$ cat config.mk
export PLATFORM = sky130hd
export DESIGN_NAME = esop_cube_expander
export DESIGN_NICKNAME = d
export VERILOG_FILES = /design/src/rtl/esop_pkg.sv /design/src/rtl/esop_chunk_mask.sv /design/src/rtl/esop_cube_expander.sv
export SDC_FILE = /design/constraint.sdc
export NUM_CORES = 1
export LEC_CHECK = 0
export CAP_MARGIN = 20
export CORE_ASPECT_RATIO = 0.8
export CORE_UTILIZATION = 65
export CTS_BUF_LIST = sky130_fd_sc_hd__clkbuf_2
export CTS_CLUSTER_SIZE = 14
export DETAILED_ROUTE_END_ITERATION = 10
export GPL_TIMING_DRIVEN = 0
export PLACE_DENSITY = 0.89
export SLEW_MARGIN = 20
export SYNTH_ARGS = -nofsm -noshare
export SYNTH_HDL_FRONTEND = slang
export SYNTH_SLANG_ARGS = --single-unit
$ cat constraint.sdc
create_clock -name clk -period 4.15 [get_ports clk]
set_input_delay 1.245 -clock clk [delete_from_list [all_inputs] [get_ports clk]]
set_output_delay 1.245 -clock clk [all_outputs]
set_load 0.03 [all_outputs]
$ cat src/rtl/esop_pkg.sv
`default_nettype none
// +----------------------------------------------------------------------------+
// | esop_pkg                                                                   |
// | Shared configuration, state encoding and cube record for the ESOP          |
// | cube expander. The localparams below are the single configuration point   |
// | of the block: NVARS, CHUNK_W and OUT_W size every port and register.       |
// |   NVARS   : number of input variables (table holds 2^NVARS bits)           |
// |   CHUNK_W : minterm bits expanded per cycle (power of two, divides table)  |
// |   OUT_W   : read-port word width (power of two, divides table)             |
// | Revision: 1.0 - initial release                                            |
// +----------------------------------------------------------------------------+
package esop_pkg;

  localparam int NVARS   = 8;
  localparam int CHUNK_W = 32;
  localparam int OUT_W   = 32;

  localparam int TT_BITS = 1 << NVARS;
  localparam int NCHUNK  = TT_BITS / CHUNK_W;
  localparam int NWORDS  = TT_BITS / OUT_W;

  // Index widths never collapse to zero, so a single-chunk or single-word
  // configuration still yields a legal 1-bit index.
  function automatic int clog2_min1(input int n);
    return (n <= 1) ? 1 : $clog2(n);
  endfunction

  localparam int KW     = clog2_min1(NCHUNK);
  localparam int AW     = clog2_min1(NWORDS);
  localparam int CW_LOG = $clog2(CHUNK_W);

  typedef enum logic [1:0] {
    IDLE   = 2'd0,
    ACCEPT = 2'd1,
    EXPAND = 2'd2,
    DONE   = 2'd3
  } state_e;

  typedef struct packed {
    logic [NVARS-1:0] care;
    logic [NVARS-1:0] pol;
    logic             last;
  } cube_t;

endpackage
`default_nettype wire

$ cat src/rtl/esop_chunk_mask.sv
`default_nettype none
// +----------------------------------------------------------------------------+
// | esop_chunk_mask                                                            |
// | Combinational minterm mask for one chunk of the truth table. Bit j of the  |
// | mask is 1 when minterm m = k*CHUNK_W + j lies inside the cube.             |
// | Ports:                                                                     |
// |   care_i [NVARS]   : 1 = variable appears as a literal                     |
// |   pol_i  [NVARS]   : literal polarity (1 = xi, 0 = ~xi)                    |
// |   k_i    [KW]      : chunk index                                           |
// |   mask_o [CHUNK_W] : cube membership of each minterm in the chunk          |
// | Revision: 1.0 - initial release                                            |
// +----------------------------------------------------------------------------+
module esop_chunk_mask
  import esop_pkg::*;
(
  input  logic [NVARS-1:0]   care_i,
  input  logic [NVARS-1:0]   pol_i,
  input  logic [KW-1:0]      k_i,
  output logic [CHUNK_W-1:0] mask_o
);

  logic [NVARS-1:0] k_ext;
  assign k_ext = NVARS'(k_i);

  // CHUNK_W is a power of two, so the minterm number is the chunk index in
  // the upper bits concatenated with the bit position j in the lower bits.
  for (genvar j = 0; j < CHUNK_W; j++) begin : g_bit
    logic [NVARS-1:0] m;
    assign m         = (k_ext << CW_LOG) | NVARS'(j);
    assign mask_o[j] = &(~care_i | ~(m ^ pol_i));
  end

endmodule
`default_nettype wire

$ cat src/rtl/esop_cube_expander.sv
`default_nettype none
// +----------------------------------------------------------------------------+
// | esop_cube_expander                                                         |
// | Streams ESOP product cubes in over a valid/ready handshake and             |
// | XOR-accumulates each cube's minterms into a 2^NVARS-bit truth table, one   |
// | CHUNK_W-bit chunk per cycle. The table is read through a registered        |
// | word-addressed port.                                                       |
// | Ports:                                                                     |
// |   clk, rst              : clock, synchronous active-high reset             |
// |   start                 : clear table/count and enter ACCEPT               |
// |   cube_valid/ready      : cube handshake                                   |
// |   cube_care/pol/last    : cube literals and end-of-list flag               |
// |   busy, done            : status (ACCEPT|EXPAND, DONE)                     |
// |   rd_addr, rd_data      : word read port, 1-cycle latency                  |
// | Optional (macro ESOP_CUBE_CNT_EN):                                         |
// |   cube_count [16], cube_cnt_sat : saturating accepted-cube counter         |
// | Revision: 1.0 - initial release                                            |
// +----------------------------------------------------------------------------+
module esop_cube_expander
  import esop_pkg::*;
(
  input  logic             clk,
  input  logic             rst,
  input  logic             start,
  input  logic             cube_valid,
  output logic             cube_ready,
  input  logic [NVARS-1:0] cube_care,
  input  logic [NVARS-1:0] cube_pol,
  input  logic             cube_last,
  output logic             busy,
  output logic             done,
  input  logic [AW-1:0]    rd_addr,
  output logic [OUT_W-1:0] rd_data
`ifdef ESOP_CUBE_CNT_EN
  ,
  output logic [15:0]      cube_count,
  output logic             cube_cnt_sat
`endif
);

  state_e              state_q, state_d;
  cube_t               cube_q;
  logic [KW-1:0]       k_q;
  logic [TT_BITS-1:0]  tt_q;
  logic [OUT_W-1:0]    rd_data_q;
  logic [CHUNK_W-1:0]  mask;
  logic                xfer;
  logic                last_chunk;

  // Decoded from the state register rather than cube_ready so the handshake
  // does not form a loop through the next-state block. start wins over a
  // simultaneous transfer, which is dropped.
  assign xfer       = cube_valid & (state_q == ACCEPT) & ~start;
  assign last_chunk = (k_q == KW'(NCHUNK - 1));

  esop_chunk_mask u_mask (
    .care_i (cube_q.care),
    .pol_i  (cube_q.pol),
    .k_i    (k_q),
    .mask_o (mask)
  );

  always_ff @(posedge clk) begin
    if (rst) begin
      state_q <= IDLE;
    end else begin
      state_q <= state_d;
    end
  end

  always_comb begin
    state_d    = state_q;
    cube_ready = 1'b0;
    busy       = 1'b0;
    done       = 1'b0;
    case (state_q)
      IDLE: begin
      end
      ACCEPT: begin
        cube_ready = 1'b1;
        busy       = 1'b1;
        if (xfer) begin
          state_d = EXPAND;
        end
      end
      EXPAND: begin
        busy = 1'b1;
        if (last_chunk) begin
          state_d = cube_q.last ? DONE : ACCEPT;
        end
      end
      DONE: begin
        done = 1'b1;
      end
      default: begin
        state_d = IDLE;
      end
    endcase
    if (start) begin
      state_d = ACCEPT;
    end
  end

  always_ff @(posedge clk) begin
    if (rst) begin
      tt_q      <= '0;
      k_q       <= '0;
      cube_q    <= '0;
      rd_data_q <= '0;
    end else begin
      rd_data_q <= tt_q[rd_addr*OUT_W +: OUT_W];
      if (start) begin
        tt_q <= '0;
        k_q  <= '0;
      end else begin
        if (xfer) begin
          cube_q.care <= cube_care;
          cube_q.pol  <= cube_pol;
          cube_q.last <= cube_last;
          k_q         <= '0;
        end
        if (state_q == EXPAND) begin
          tt_q[k_q*CHUNK_W +: CHUNK_W] <= tt_q[k_q*CHUNK_W +: CHUNK_W] ^ mask;
          // NCHUNK is a power of two, so the index wraps to 0 by itself.
          k_q <= k_q + 1'b1;
        end
      end
    end
  end

  assign rd_data = rd_data_q;

`ifdef ESOP_CUBE_CNT_EN
  logic [15:0] cnt_q;

  always_ff @(posedge clk) begin
    if (rst || start) begin
      cnt_q <= '0;
    end else if (xfer && (cnt_q != 16'hFFFF)) begin
      cnt_q <= cnt_q + 16'd1;
    end
  end

  assign cube_count   = cnt_q;
  assign cube_cnt_sat = (cnt_q == 16'hFFFF);
`endif

endmodule
`default_nettype wire

==> results.md <==
- Status: finished with violations
- Failing checks: DRC, setup timing
- Inserted Clock Buffers: 75
- Most common cell after layout, fill and taps aside: dfxtp_1
- Crit start category: register
- Post-Route WL: between 50000 and 60000 um
- Post-DP HPWL: 38600 um
- DRC: 1
- Worst setup EP type: register
- Vias in the first global route: 14600
- Final setup violation count: 10
- Hold Path Class: reg2reg
- VDD IR-drop max: around 0.00019 V
- Die width: between 150 and 200 um
- Slew Limit Fails: 0
- Clock transition at the registers of the reported paths: 0.10 ns
- Mean Syn Cell Area: between 10 and 15 sq um
- Via-per-instance ratio: approximately 7.4
- Yosys reg bits: 310
- Clock sink total: 310
- CTS tree: built
- Rows: just over 50
- Initial Util: approximately 67%
- Max Freq: 239 MHz
- Setup Crit Path Kind: reg2reg
- H-tree depth: 3
- Clk_skew: roughly 0.092 ns
- Ys async rst share: 0%
- Post-synth EDFFs: 0
- Post-CTS sizing: 0
- Post-synthesis instance area: about 0.016 sq mm
- Antenna Violating Nets Remaining: 0
- Hold_buf cts: 0
- Area delta synth->final: 9.88%
- Pwr/cell area: 304 mW/mm^2
- RSZ-0062 raised after global routing: no
- Fin crit period: around 4.2 ns
- Top_reg_cell synth: dfxtp_1
- Most frequent cells in the layout: dfxtp_1, nand2_1, o31ai_1
- Tot GR Track Use: 44.8%
- Syn Nets: approximately 1600
- Setup repair bufs after CTS: 0
- P_leak: ~6.4 nW
- Seq/Total Area, Yosys: approximately two fifths
- PortBufs: 54
- Number of synthesis warnings: 0
- Fill cells: approximately 1800
- Routed len/inst: 27.6 um
- First-pass GRT wire length: around 84000 um
- First-pass iteration count of the detailed router: 10
- I/O pin count: 59
- Worst EP required: 4.93 ns
- Cells after Synth: 1543
- Fin Hold WS: 0.462 ns
- Clock tree buffer depth: 3
- Placer congestion estimate: between 1 and 1.5
- Slew Limit Headroom: under 10%
- Pwr Total: ~0.0054 W
- Worst-Margin Slew: 1.40 ns
- Pin count of the biggest net entering global routing: 11
- Max_cap viols: 0
- Worst-Skew Late Latency: between 0.9 and 1 ns
- Die height: 143 um
- Min setup slack post-route: -0.0351 ns
- Fin crit share: 101%
- Violation count after the first detailed-route iteration: roughly 2800
- Crit Path Max Fanout: 10
- Yosys cell types: 55
- Hold Vio Cnt, Final: 0
- Core Area: ~0.024 sq mm
- Initial antenna violation count: 1
- Via count: 15200
- Layout cells sized above 1: between 20% and 30%
- Arrival time at the worst endpoint: around 5 ns
- Fin nets: 1710
- Die area: roughly 0.026 sq mm
- CTS Root Cell: clkbuf_2
- Overflow after GRT: 0
## synthesized netlist by cell type (all sizes together) (10+ instances only)
master | instances | area, sq um
a211oi | 35 | 308
and4 | 11 | 96.3
ha | 10 | 125
mux2 | 33 | 372
nor3 | 34 | 190
a21oi | 34 | 181
clkbuf | 90 | 338
mux2i | 53 | 531
a31oi | 32 | 404
buf | 51 | 308
mux4 | 128 | 2880
nor2 | 63 | 236
o31ai | 222 | 1800
a311oi | 31 | 272
nor4 | 26 | 300
and3 | 12 | 75.1
dfxtp | 310 | 6210
nand2 | 268 | 1010
and2 | 14 | 87.6
o21ai | 36 | 180
## flip-flops by register name (all words and copies together) (netlist names)
name,cells
k_q,3
cube_q,17
state_q,2
rd_data,32
tt_q,256
## through the flow
stage,instances,cell area [sq um],setup WS (ns),TNS [ns],utilization (%)
4_1_cts,2047,17900,0.279,0,73.1
3_5_place_dp,1917,17200,0.161,0,70.5
5_1_grt,2048,17900,0.00497,0,73.1
3_3_place_gp,1915,17200,0.209,0,70.4
2_1_floorplan,1543,16300,1.39,0,-
6_report,2050,17900,-0.0351,-0.197,73.1
## final timing paths
check / from / endpoint / slack [ns] / depth (start not counted)
max reg2reg: k_q[2] / tt_q[24] / -0.04 / 9
max: k_q[2] / tt_q[24] / -0.04 / 9
min: cube_q[0] / cube_q[0] / 0.46 / 2
min reg2reg: cube_q[0] / cube_q[0] / 0.46 / 2
## metal layers
layer / track usage (%) / wire [um]
met5: 0 / 0
met4: 26.5 / 3640
met3: 19.0 / 9430
met2: 61.5 / 22900
met1: 58.3 / 20600
## cell families after synthesis
group | count (synthesis) | share of synthesized area [%]
multiplexers | 214 | 23.3
buffers and inverters | 148 | 4.13
AND/OR/NAND/NOR | 456 | 13.3
adder cells (fa/ha/maj) | 10 | 0.769
flip-flops | 310 | 38.2
XOR/XNOR | 3 | 0.277
AO/OA/AOI/OAI | 402 | 20.1
## power by group
part           internal [W]  switching [W]  total (W)  leakage [nW]
Combinational      0.000128       0.000312   0.000440          3.42
Clock              0.000705        0.00129    0.00199         0.498
Sequential          0.00298      0.0000106    0.00299          2.50
## cell type report
cell class	instances	area [sq um]	share of cell area, %
timing repair buffer	56	551	3.08
buffer	141	646	3.61
clock inverter	19	73.8	0.413
multi-input combinational	1085	9410	52.6
sequential	310	6210	34.7
antenna	3	7.51	0.0420
inverter	7	26.3	0.147
tap	318	398	2.23
clock buffer	111	556	3.11
## worst max-delay path: stages, from the launching register on
cell	delay (ns)
dfxtp_1	0.41
inv_2	0.36
buf_2	0.50
buf_2	0.48
ha_1	0.34
nor4bb_1	0.74
and2_1	0.28
nand2_1	0.10
clkbuf_1	0.47
o31ai_1	0.37
No activity file was read; power rests on OpenSTA's default activity.
